==> config.mk <==
export PLATFORM = sky130hd
export DESIGN_NAME = spi_slave_param
export DESIGN_NICKNAME = d
export VERILOG_FILES = /design/src/rtl/spi_pkg.sv /design/src/rtl/spi_sync.sv /design/src/rtl/spi_slave_param.sv
export SDC_FILE = /design/constraint.sdc
export NUM_CORES = 1
export LEC_CHECK = 0
export ABC_AREA = 1
export BUFFER_PORTS_ARGS = -buffer_cell sky130_fd_sc_hd__buf_2
export CORE_ASPECT_RATIO = 0.7
export CORE_UTILIZATION = 56
export CTS_CLUSTER_SIZE = 8
export DETAILED_ROUTE_END_ITERATION = 8
export PLACE_DENSITY_LB_ADDON = 0.1
export SLEW_MARGIN = 40
export SYNTH_ARGS = -nofsm -noshare
export SYNTH_HDL_FRONTEND = slang
export SYNTH_HIERARCHICAL = 1
export SYNTH_SLANG_ARGS = --single-unit
==> constraint.sdc <==
create_clock -name clk -period 1.7 [get_ports clk]
set_input_delay 0.085 -clock clk [delete_from_list [all_inputs] [get_ports clk]]
set_output_delay 0.085 -clock clk [all_outputs]
set_load 0.1 [all_outputs]
==> src/rtl/spi_pkg.sv <==
// Shared types and mode constants for the parametrised SPI slave.
package spi_pkg;

  typedef enum logic {
    ST_IDLE   = 1'b0,
    ST_ACTIVE = 1'b1
  } spi_state_t;

  // SPI modes encoded as {CPOL, CPHA}
  localparam logic [1:0] SPI_MODE0 = 2'b00;
  localparam logic [1:0] SPI_MODE1 = 2'b01;
  localparam logic [1:0] SPI_MODE2 = 2'b10;
  localparam logic [1:0] SPI_MODE3 = 2'b11;

endpackage

==> src/rtl/spi_sync.sv <==
// Two-flop synchroniser for a single asynchronous input bit.
module spi_sync #(
  parameter logic RST_VAL = 1'b0
) (
  input  logic clk,
  input  logic rst_n,
  input  logic d,
  output logic q
);

  logic meta;

  always_ff @(posedge clk or negedge rst_n) begin
    if (!rst_n) begin
      meta <= RST_VAL;
      q    <= RST_VAL;
    end else begin
      meta <= d;
      q    <= meta;
    end
  end

endmodule

==> src/rtl/spi_slave_param.sv <==
// SPI slave, clk-domain oversampled, any of the four modes, 1-entry tx holding buffer.
module spi_slave_param
  import spi_pkg::*;
#(
  parameter int unsigned       DATA_W    = 8,
  parameter bit                CPOL      = 1'b0,
  parameter bit                CPHA      = 1'b0,
  parameter bit                MSB_FIRST = 1'b1,
  parameter logic [DATA_W-1:0] IDLE_TX   = '1
) (
  input  logic              clk,
  input  logic              rst_n,
  input  logic              cs,
  input  logic              sclk,
  input  logic              mosi,
  output logic              miso,
  input  logic [DATA_W-1:0] tx_data,
  input  logic              tx_valid,
  output logic              tx_ready,
  output logic [DATA_W-1:0] rx_data,
  output logic              rx_valid,
  output logic              tx_underrun,
  output logic              busy
);

  localparam int unsigned       CNT_W = $clog2(DATA_W);
  localparam logic [1:0]        MODE  = {CPOL, CPHA};
  localparam logic [CNT_W-1:0]  LAST  = CNT_W'(DATA_W - 1);

  logic cs_s, sclk_s, mosi_s;
  logic cs_d, sclk_d;
  logic [2:0] settle;

  spi_sync #(.RST_VAL(1'b1)) u_sync_cs   (.clk(clk), .rst_n(rst_n), .d(cs),   .q(cs_s));
  spi_sync #(.RST_VAL(CPOL)) u_sync_sclk (.clk(clk), .rst_n(rst_n), .d(sclk), .q(sclk_s));
  spi_sync #(.RST_VAL(1'b0)) u_sync_mosi (.clk(clk), .rst_n(rst_n), .d(mosi), .q(mosi_s));

  spi_state_t state, state_next;
  logic [CNT_W-1:0]  bit_cnt;
  logic [DATA_W-1:0] tx_shift, rx_shift, buf_data, ld_word, rx_next;
  logic buf_full, ld_from_empty;
  logic lead_edge, trail_edge, cs_fall, run, sample, shift, word_done, load, accept;

  function automatic logic out_bit(input logic [DATA_W-1:0] w);
    return MSB_FIRST ? w[DATA_W-1] : w[0];
  endfunction

  function automatic logic [DATA_W-1:0] advance(input logic [DATA_W-1:0] w);
    return MSB_FIRST ? {w[DATA_W-2:0], 1'b0} : {1'b0, w[DATA_W-1:1]};
  endfunction

  always_ff @(posedge clk or negedge rst_n) begin
    if (!rst_n) begin
      cs_d   <= 1'b1;
      sclk_d <= CPOL;
      settle <= '0;
    end else begin
      cs_d   <= cs_s;
      sclk_d <= sclk_s;
      settle <= {settle[1:0], 1'b1};
    end
  end

  // The synchroniser reset fill looks like a cs fall when cs is held low
  // across reset; edges are only trusted once that fill has drained.
  assign cs_fall    = settle[2] && cs_d && !cs_s;
  assign lead_edge  = (sclk_d == MODE[1]) && (sclk_s != MODE[1]);
  assign trail_edge = (sclk_d != MODE[1]) && (sclk_s == MODE[1]);

  always_comb begin
    state_next = state;
    case (state)
      ST_IDLE:   if (cs_fall) state_next = ST_ACTIVE;
      ST_ACTIVE: if (cs_s)    state_next = ST_IDLE;
      default:                state_next = ST_IDLE;
    endcase
  end

  always_ff @(posedge clk or negedge rst_n) begin
    if (!rst_n) state <= ST_IDLE;
    else        state <= state_next;
  end

  // In CPHA=0 the trailing edge right after a word wrap must not shift:
  // the wrap load already put the new word's first bit on miso.
  assign run       = (state == ST_ACTIVE) && !cs_s;
  assign sample    = run && (MODE[0] ? trail_edge : lead_edge);
  assign shift     = run && (MODE[0] ? lead_edge : (trail_edge && (bit_cnt != '0)));
  assign word_done = sample && (bit_cnt == LAST);
  assign load      = ((state == ST_IDLE) && cs_fall) || word_done;
  assign accept    = tx_valid && !buf_full;
  assign ld_word   = buf_full ? buf_data : IDLE_TX;
  assign rx_next   = MSB_FIRST ? {rx_shift[DATA_W-2:0], mosi_s} : {mosi_s, rx_shift[DATA_W-1:1]};

  always_ff @(posedge clk or negedge rst_n) begin
    if (!rst_n) begin
      miso          <= 1'b0;
      bit_cnt       <= '0;
      tx_shift      <= '0;
      rx_shift      <= '0;
      buf_data      <= '0;
      buf_full      <= 1'b0;
      ld_from_empty <= 1'b0;
      rx_data       <= '0;
      rx_valid      <= 1'b0;
      tx_underrun   <= 1'b0;
    end else begin
      rx_valid <= 1'b0;
      if (accept) buf_data <= tx_data;
      if (accept)    buf_full <= 1'b1;
      else if (load) buf_full <= 1'b0;

      if (load) begin
        ld_from_empty <= !buf_full;
        if (!MODE[0]) begin
          miso     <= out_bit(ld_word);
          tx_shift <= advance(ld_word);
        end else begin
          tx_shift <= ld_word;
        end
      end else if (shift) begin
        miso     <= out_bit(tx_shift);
        tx_shift <= advance(tx_shift);
      end

      // Underrun is flagged when a word built from IDLE_TX actually starts
      // clocking, so a trailing wrap load before cs release is harmless.
      if (sample) begin
        if ((bit_cnt == '0) && ld_from_empty) tx_underrun <= 1'b1;
        rx_shift <= rx_next;
        bit_cnt  <= word_done ? '0 : bit_cnt + 1'b1;
      end
      if (word_done) begin
        rx_data  <= rx_next;
        rx_valid <= 1'b1;
      end

      if (state_next == ST_IDLE) begin
        miso    <= 1'b0;
        bit_cnt <= '0;
      end
    end
  end

  assign tx_ready = !buf_full;
  assign busy     = (state == ST_ACTIVE);

endmodule

**Word-level counts from Yosys, hierarchy flattened**

Cells that the tools add are included.
W data, S select, Z words.

- Flip-flop bits (word level): 51
- Bits of input ports: 14
- Output and inout bits: 13
- Logic and storage cells: 62

- Add/subtract/negate cells: 1
- Eq/ne operators: 3
- Mux-type cells: 15
- Bitwise logic cells: 3
- Reductions and logical operators: 20

Operators by type and width:

| operator | number |
|---|---|
| $mux W8 | 3 |
| $logic_and A1 B1 Y1 | 12 |
| $mux W3 | 3 |
| $mux W1 | 8 |
| $reduce_bool A2 Y1 | 2 |
| $add A3 B1 Y3 const B | 1 |
| $eq A3 B3 Y1 const B | 1 |
| $logic_not A3 Y1 | 1 |
| $ne A3 B1 Y1 const B | 1 |
| $not A1 Y1 | 3 |
| $reduce_bool A3 Y1 | 1 |
| $logic_not A1 Y1 | 2 |
| $ne A2 B1 Y1 const B | 1 |
| $pmux W1 S2 | 1 |
| $reduce_and A2 Y1 | 1 |
| $logic_or A1 B1 Y1 | 1 |

**Longest topological paths before layout**

- Word-level depth: 7
- Gate-level depth with buffers: 9
- Mapped depth without buffers: 9

**Hierarchy**

The synthesis kept the hierarchy.

By module, submodules not included:

| module | instances | cells an instance | area an instance (um^2) |
|---|---|---|---|
| spi_slave_param | 1 | 212 | 1,916.8 |
| spi_sync at u_sync_mosi ... | 2 | 2 | 50.0 |
| spi_sync at u_sync_cs | 1 | 2 | 52.6 |

**Least setup slack after synthesis**

No wires, ideal clock.

- Path kind: register to register
- From: reg state, in the netlist busy
- To: reg tx_shift[6]
- Library setup time: 117 ps
- Data arrival time: 1,765 ps
- Data required time: 1,583 ps
- Path slack: -182 ps
- Cell stages (with the launch flop): 9
- Cells stage by stage: dfrtp_1 -> inv_2 -> nor2_8 -> nand3_4 -> buf_4 -> nand3_1 -> nand2_1 -> nand2_1 -> nand2_1

- Word-level cells in the longest chain between the ends: 5

RTL lines:

| element | RTL line | RTL |
|---|---|---|
| start, declared | spi_slave_param.sv:38 | `spi_state_t state, state_next;` |
| start signal, assigned | spi_slave_param.sv:81 | `else state <= state_next;` |
| $logic_and A1 B1 Y1 | spi_slave_param.sv:86 | `assign run = (state == ST_ACTIVE) && !cs_s;` |
| $logic_and A1 B1 Y1 | spi_slave_param.sv:87 | `assign sample = run && (MODE[0] ? trail_edge : lead_edge);` |
| $logic_and A1 B1 Y1 | spi_slave_param.sv:89 | `assign word_done = sample && (bit_cnt == LAST);` |
| $logic_or A1 B1 Y1 | spi_slave_param.sv:90 | `assign load = ((state == ST_IDLE) && cs_fall) \|\| word_done;` |
| $mux W8 / $reduce_bool A2 Y1 (equally long branches) | -- |  |
| end signal, assigned | spi_slave_param.sv:117 | `tx_shift <= advance(ld_word);` |
| end signal, assigned | spi_slave_param.sv:119 | `tx_shift <= ld_word;` |
| end signal, assigned | spi_slave_param.sv:123 | `tx_shift <= advance(tx_shift);` |
| end, declared | spi_slave_param.sv:40 | `logic [DATA_W-1:0] tx_shift, rx_shift, buf_data, ld_word, rx_next;` |

Parallel ways exist; a longest one is shown, timed or not.
A chain may end at the register's enable or synchronous reset.

**Worst setup path in the final report**

- From: reg bit_cnt[0]
- To: reg rx_data[1]

- Word-level cells in the longest chain between the ends: 2

RTL lines:

| element | RTL line | RTL |
|---|---|---|
| start, declared | spi_slave_param.sv:39 | `logic [CNT_W-1:0] bit_cnt;` |
| start signal, assigned | spi_slave_param.sv:131 | `bit_cnt <= word_done ? '0 : bit_cnt + 1'b1;` |
| $eq A3 B3 Y1 | spi_slave_param.sv:89 |  |
| $logic_and A1 B1 Y1 | spi_slave_param.sv:89 |  |
| net word_done | spi_slave_param.sv:42 | `logic lead_edge, trail_edge, cs_fall, run, sample, shift, word_done, load, accept;` |
| end signal, assigned | spi_slave_param.sv:134 | `rx_data <= rx_next;` |
| end, declared | spi_slave_param.sv:20 | `output logic [DATA_W-1:0] rx_data,` |

The timed path passes the listed nets, and every way through them passes these cells.

==> flow_summary.json <==
{
  "placed_area_um2": 2270,
  "viasPerCell": 4.82,
  "core_area_um2": 3540,
  "n_antenna_cell": 0,
  "hold_path.class": "in2reg",
  "design_area_um2": 2460,
  "cts_sinks": 50,
  "ios": 27,
  "hold_viol_final": 0,
  "ir_drop_v": 0.000749,
  "post_cts_buffers": 0,
  "place.port_buffers": 26,
  "clk_latency_ps": 300,
  "die_area_um2": 3950,
  "die_y_um": 52.9,
  "cts_inserted_buffers": 5,
  "drt_iter0_markers": 96,
  "crit_fanout": 8,
  "gr-usage-all-layers_pct": 21.9,
  "crit_chain": "ha_1, ha_1, nand3_4, clkinv_1, nand2_1, nand2_1",
  "seqPwrFrac_pct": 47.7,
  "gp_congestion": 0.895,
  "netlist_area_um2": 2070,
  "ys_ff_latch": 50,
  "start_util_pct": 58.5,
  "finClkSkew_ps": 6.97,
  "grt_pass1_vias": 1336,
  "cts_tree": "built",
  "synth.avg_cell_area_um2": 9.49,
  "path_buf_inv": 1,
  "gr-total-overflow": 0,
  "clockRootBuffer": "clkbuf_8",
  "layout.nets": 271,
  "drc_errors": 0,
  "antenna_left": 0,
  "grt_antenna_before_repair": 0,
  "fill_cells": 298,
  "cp_slowest_stage_delay_ps": 410,
  "switching_share_pct": 29.6,
  "cts_buffer_depth": 2,
  "htreeDepth": 2,
  "die_w_um": 74.7,
  "synth_nets": 235,
  "syn_inst": 218,
  "crit_required_ps": 1890,
  "setup_viol": 0,
  "maxCapViolations": 0,
  "p_int_mw": 2.21,
  "cp_slowest_cell": "dfrtp_1",
  "dr_total_vias": 1471,
  "fmax_mhz": 647,
  "fin_util_pct": 69.5,
  "clk_pin_slew_ps": 90,
  "power.density_nw_per_um2": 1280,
  "wirelength_um": 3600,
  "finalSetupTns_ps": 0,
  "synth_cell_types": 24,
  "rows": 18,
  "dp_slack_ps": 169,
  "crit_family": "adder cells",
  "status": "finished clean",
  "first_pass_iters": 4,
  "worstSetupPathType": "reg2reg",
  "drive_above_1_share_pct": 22.7,
  "timing.final.ws_setup_ps": 155,
  "syn_to_final_growth_pct": 18.7,
  "dp_hpwl_um": 2500,
  "routedWlPerCell_um": 11.8,
  "ys_warn_count": 6,
  "rsz0062_at_grt": "false",
  "p_clk_share_pct": 32.0,
  "grt_max_degree": 31,
  "yosysSeqAreaShare_pct": 60.6,
  "grt_pass1_wl_um": 6150,
  "combPwrFrac_pct": 20.2,
  "switchingPower_mw": 0.930,
  "crit_path_end_kind": "flop",
  "arrival_ps": 1740,
  "drv_slew": 0,
  "leakage_nw": 1.33,
  "period_share_pct": 90.9,
  "start_kind": "flop",
  "min_period_ps": 1540
}
==> layer usage <==
layer / global-route usage (%) / vias to the layer above / wire, um
li1: - / 741 / -
met4: 6.60 / 0 / 23
met5: 0 / - / 0
met3: 6.29 / 5 / 162
met1: 33.1 / 688 / 1950
met2: 30.0 / 37 / 1470
==> cells in the mapped netlist (all sizes together) <==
cell	count	area [um2]
dfrtp	47	1180
conb	1	3.75
o31ai	1	7.51
inv	30	113
ha	3	37.5
nand4	4	25.0
buf	4	31.3
mux2	1	11.3
nor2	14	83.8
o21ai	10	50.1
a21oi	7	35.0
clkinv	1	3.75
nand3	16	110
dfstp	3	78.8
nand2	76	303
==> registers in the layout (all words and copies together), names as in the netlist <==
name              cells
u_sync_sclk/q         1
buf_data              8
u_sync_cs/meta        1
rx_valid              1
busy                  1
u_sync_mosi/meta      1
buf_full              1
ld_from_empty         1
sclk_d                1
u_sync_sclk/meta      1
cs_d                  1
rx_shift              7
bit_cnt               3
tx_underrun           1
u_sync_mosi/q         1
tx_shift              7
u_sync_cs/q           1
settle                3
miso                  1
rx_data               8
==> layout by cell type (no fill, tap or decap), types with 3 or more instances in the layout <==
cell | synthesis | final
nand2_2 | 4 | 4
nand4_1 | 4 | 4
o21ai_0 | 10 | 10
inv_1 | 27 | 25
clkbuf_8 | 0 | 6
nand3_1 | 13 | 13
dlygate4sd3_1 | 0 | 4
nand2_1 | 71 | 71
dfrtp_1 | 47 | 46
dfstp_2 | 3 | 3
nor2_1 | 11 | 11
a21oi_1 | 7 | 7
ha_1 | 3 | 3
buf_2 | 1 | 26
inv_2 | 3 | 3
==> cell families (layout without fill, tap and decap cells) <==
| group | after synthesis | in the layout | synth area share, % |
|---|---|---|---|
| simple gates | 110 | 110 | 25.2 |
| other cells | 1 | 1 | 0.181 |
| mux | 1 | 1 | 0.544 |
| flops | 50 | 50 | 60.6 |
| compound gates | 18 | 18 | 4.47 |
| buf+inv | 35 | 72 | 7.13 |
| fa+ha+maj | 3 | 3 | 1.81 |
==> path summary, 6_finish.rpt <==
| check | from | to | slack (ps) | depth (start not counted) |
|---|---|---|---|---|
| hold / removal | tx_data[0] | buf_data[0] | 10 | 2 |
| setup / recovery | bit_cnt[0] | rx_data[1] | 160 | 6 |
| max in group asynchronous | rst_n | u_sync_cs/q | 850 | 3 |
| min in group asynchronous | rst_n | tx_shift[2] | 270 | 2 |
| setup reg to reg | bit_cnt[0] | rx_data[1] | 160 | 6 |
| hold reg to reg | settle[1] | settle[2] | 360 | 0 |
==> through the flow <==
stage	total power [mW]	hold slack, ps	std cells
2_1_floorplan	2.01	-211	218
3_3_place_gp	2.15	70.6	293
3_5_place_dp	2.15	73.3	293
4_1_cts	3.16	11.0	305
5_1_grt	3.32	13.6	305
6_report	3.14	13.1	305
==> what timing repair did <==
| item | CTS | global route |
|---|---|---|
| hold endpoints to repair | 23 | 0 |
| endpoints found under the setup margin | 0 | 3 |
| gates resized for setup | 0 | 1 |
| hold buffers | 4 | 0 |
==> worst reg2reg max path: stages (launching register included) <==
cell,delay (ps)
dfrtp_1,410
ha_1,230
ha_1,230
nand3_4,150
clkinv_1,250
nand2_1,130
nand2_1,50
==> power by group through the flow <==
stage          registers [mW]  clock network, mW  logic (mW)
2_1_floorplan            1.56                  0       0.450
3_3_place_gp             1.52                  0       0.627
3_5_place_dp             1.52                  0       0.631
4_1_cts                  1.50               1.02       0.642
5_1_grt                  1.53               1.07       0.718
6_report                 1.50               1.01       0.636
==> cell type report <==
cell class	instances	area [um2]	share of cell area [%]
inverter	31	124	5.04
clock inverter	2	60.1	2.44
clock buffer	6	82.6	3.36
tap	50	62.6	2.55
timing repair buffer	33	205	8.35
multi-input combinational	133	667	27.1
sequential	50	1260	51.1
No activity file was read; power rests on OpenSTA's default activity.
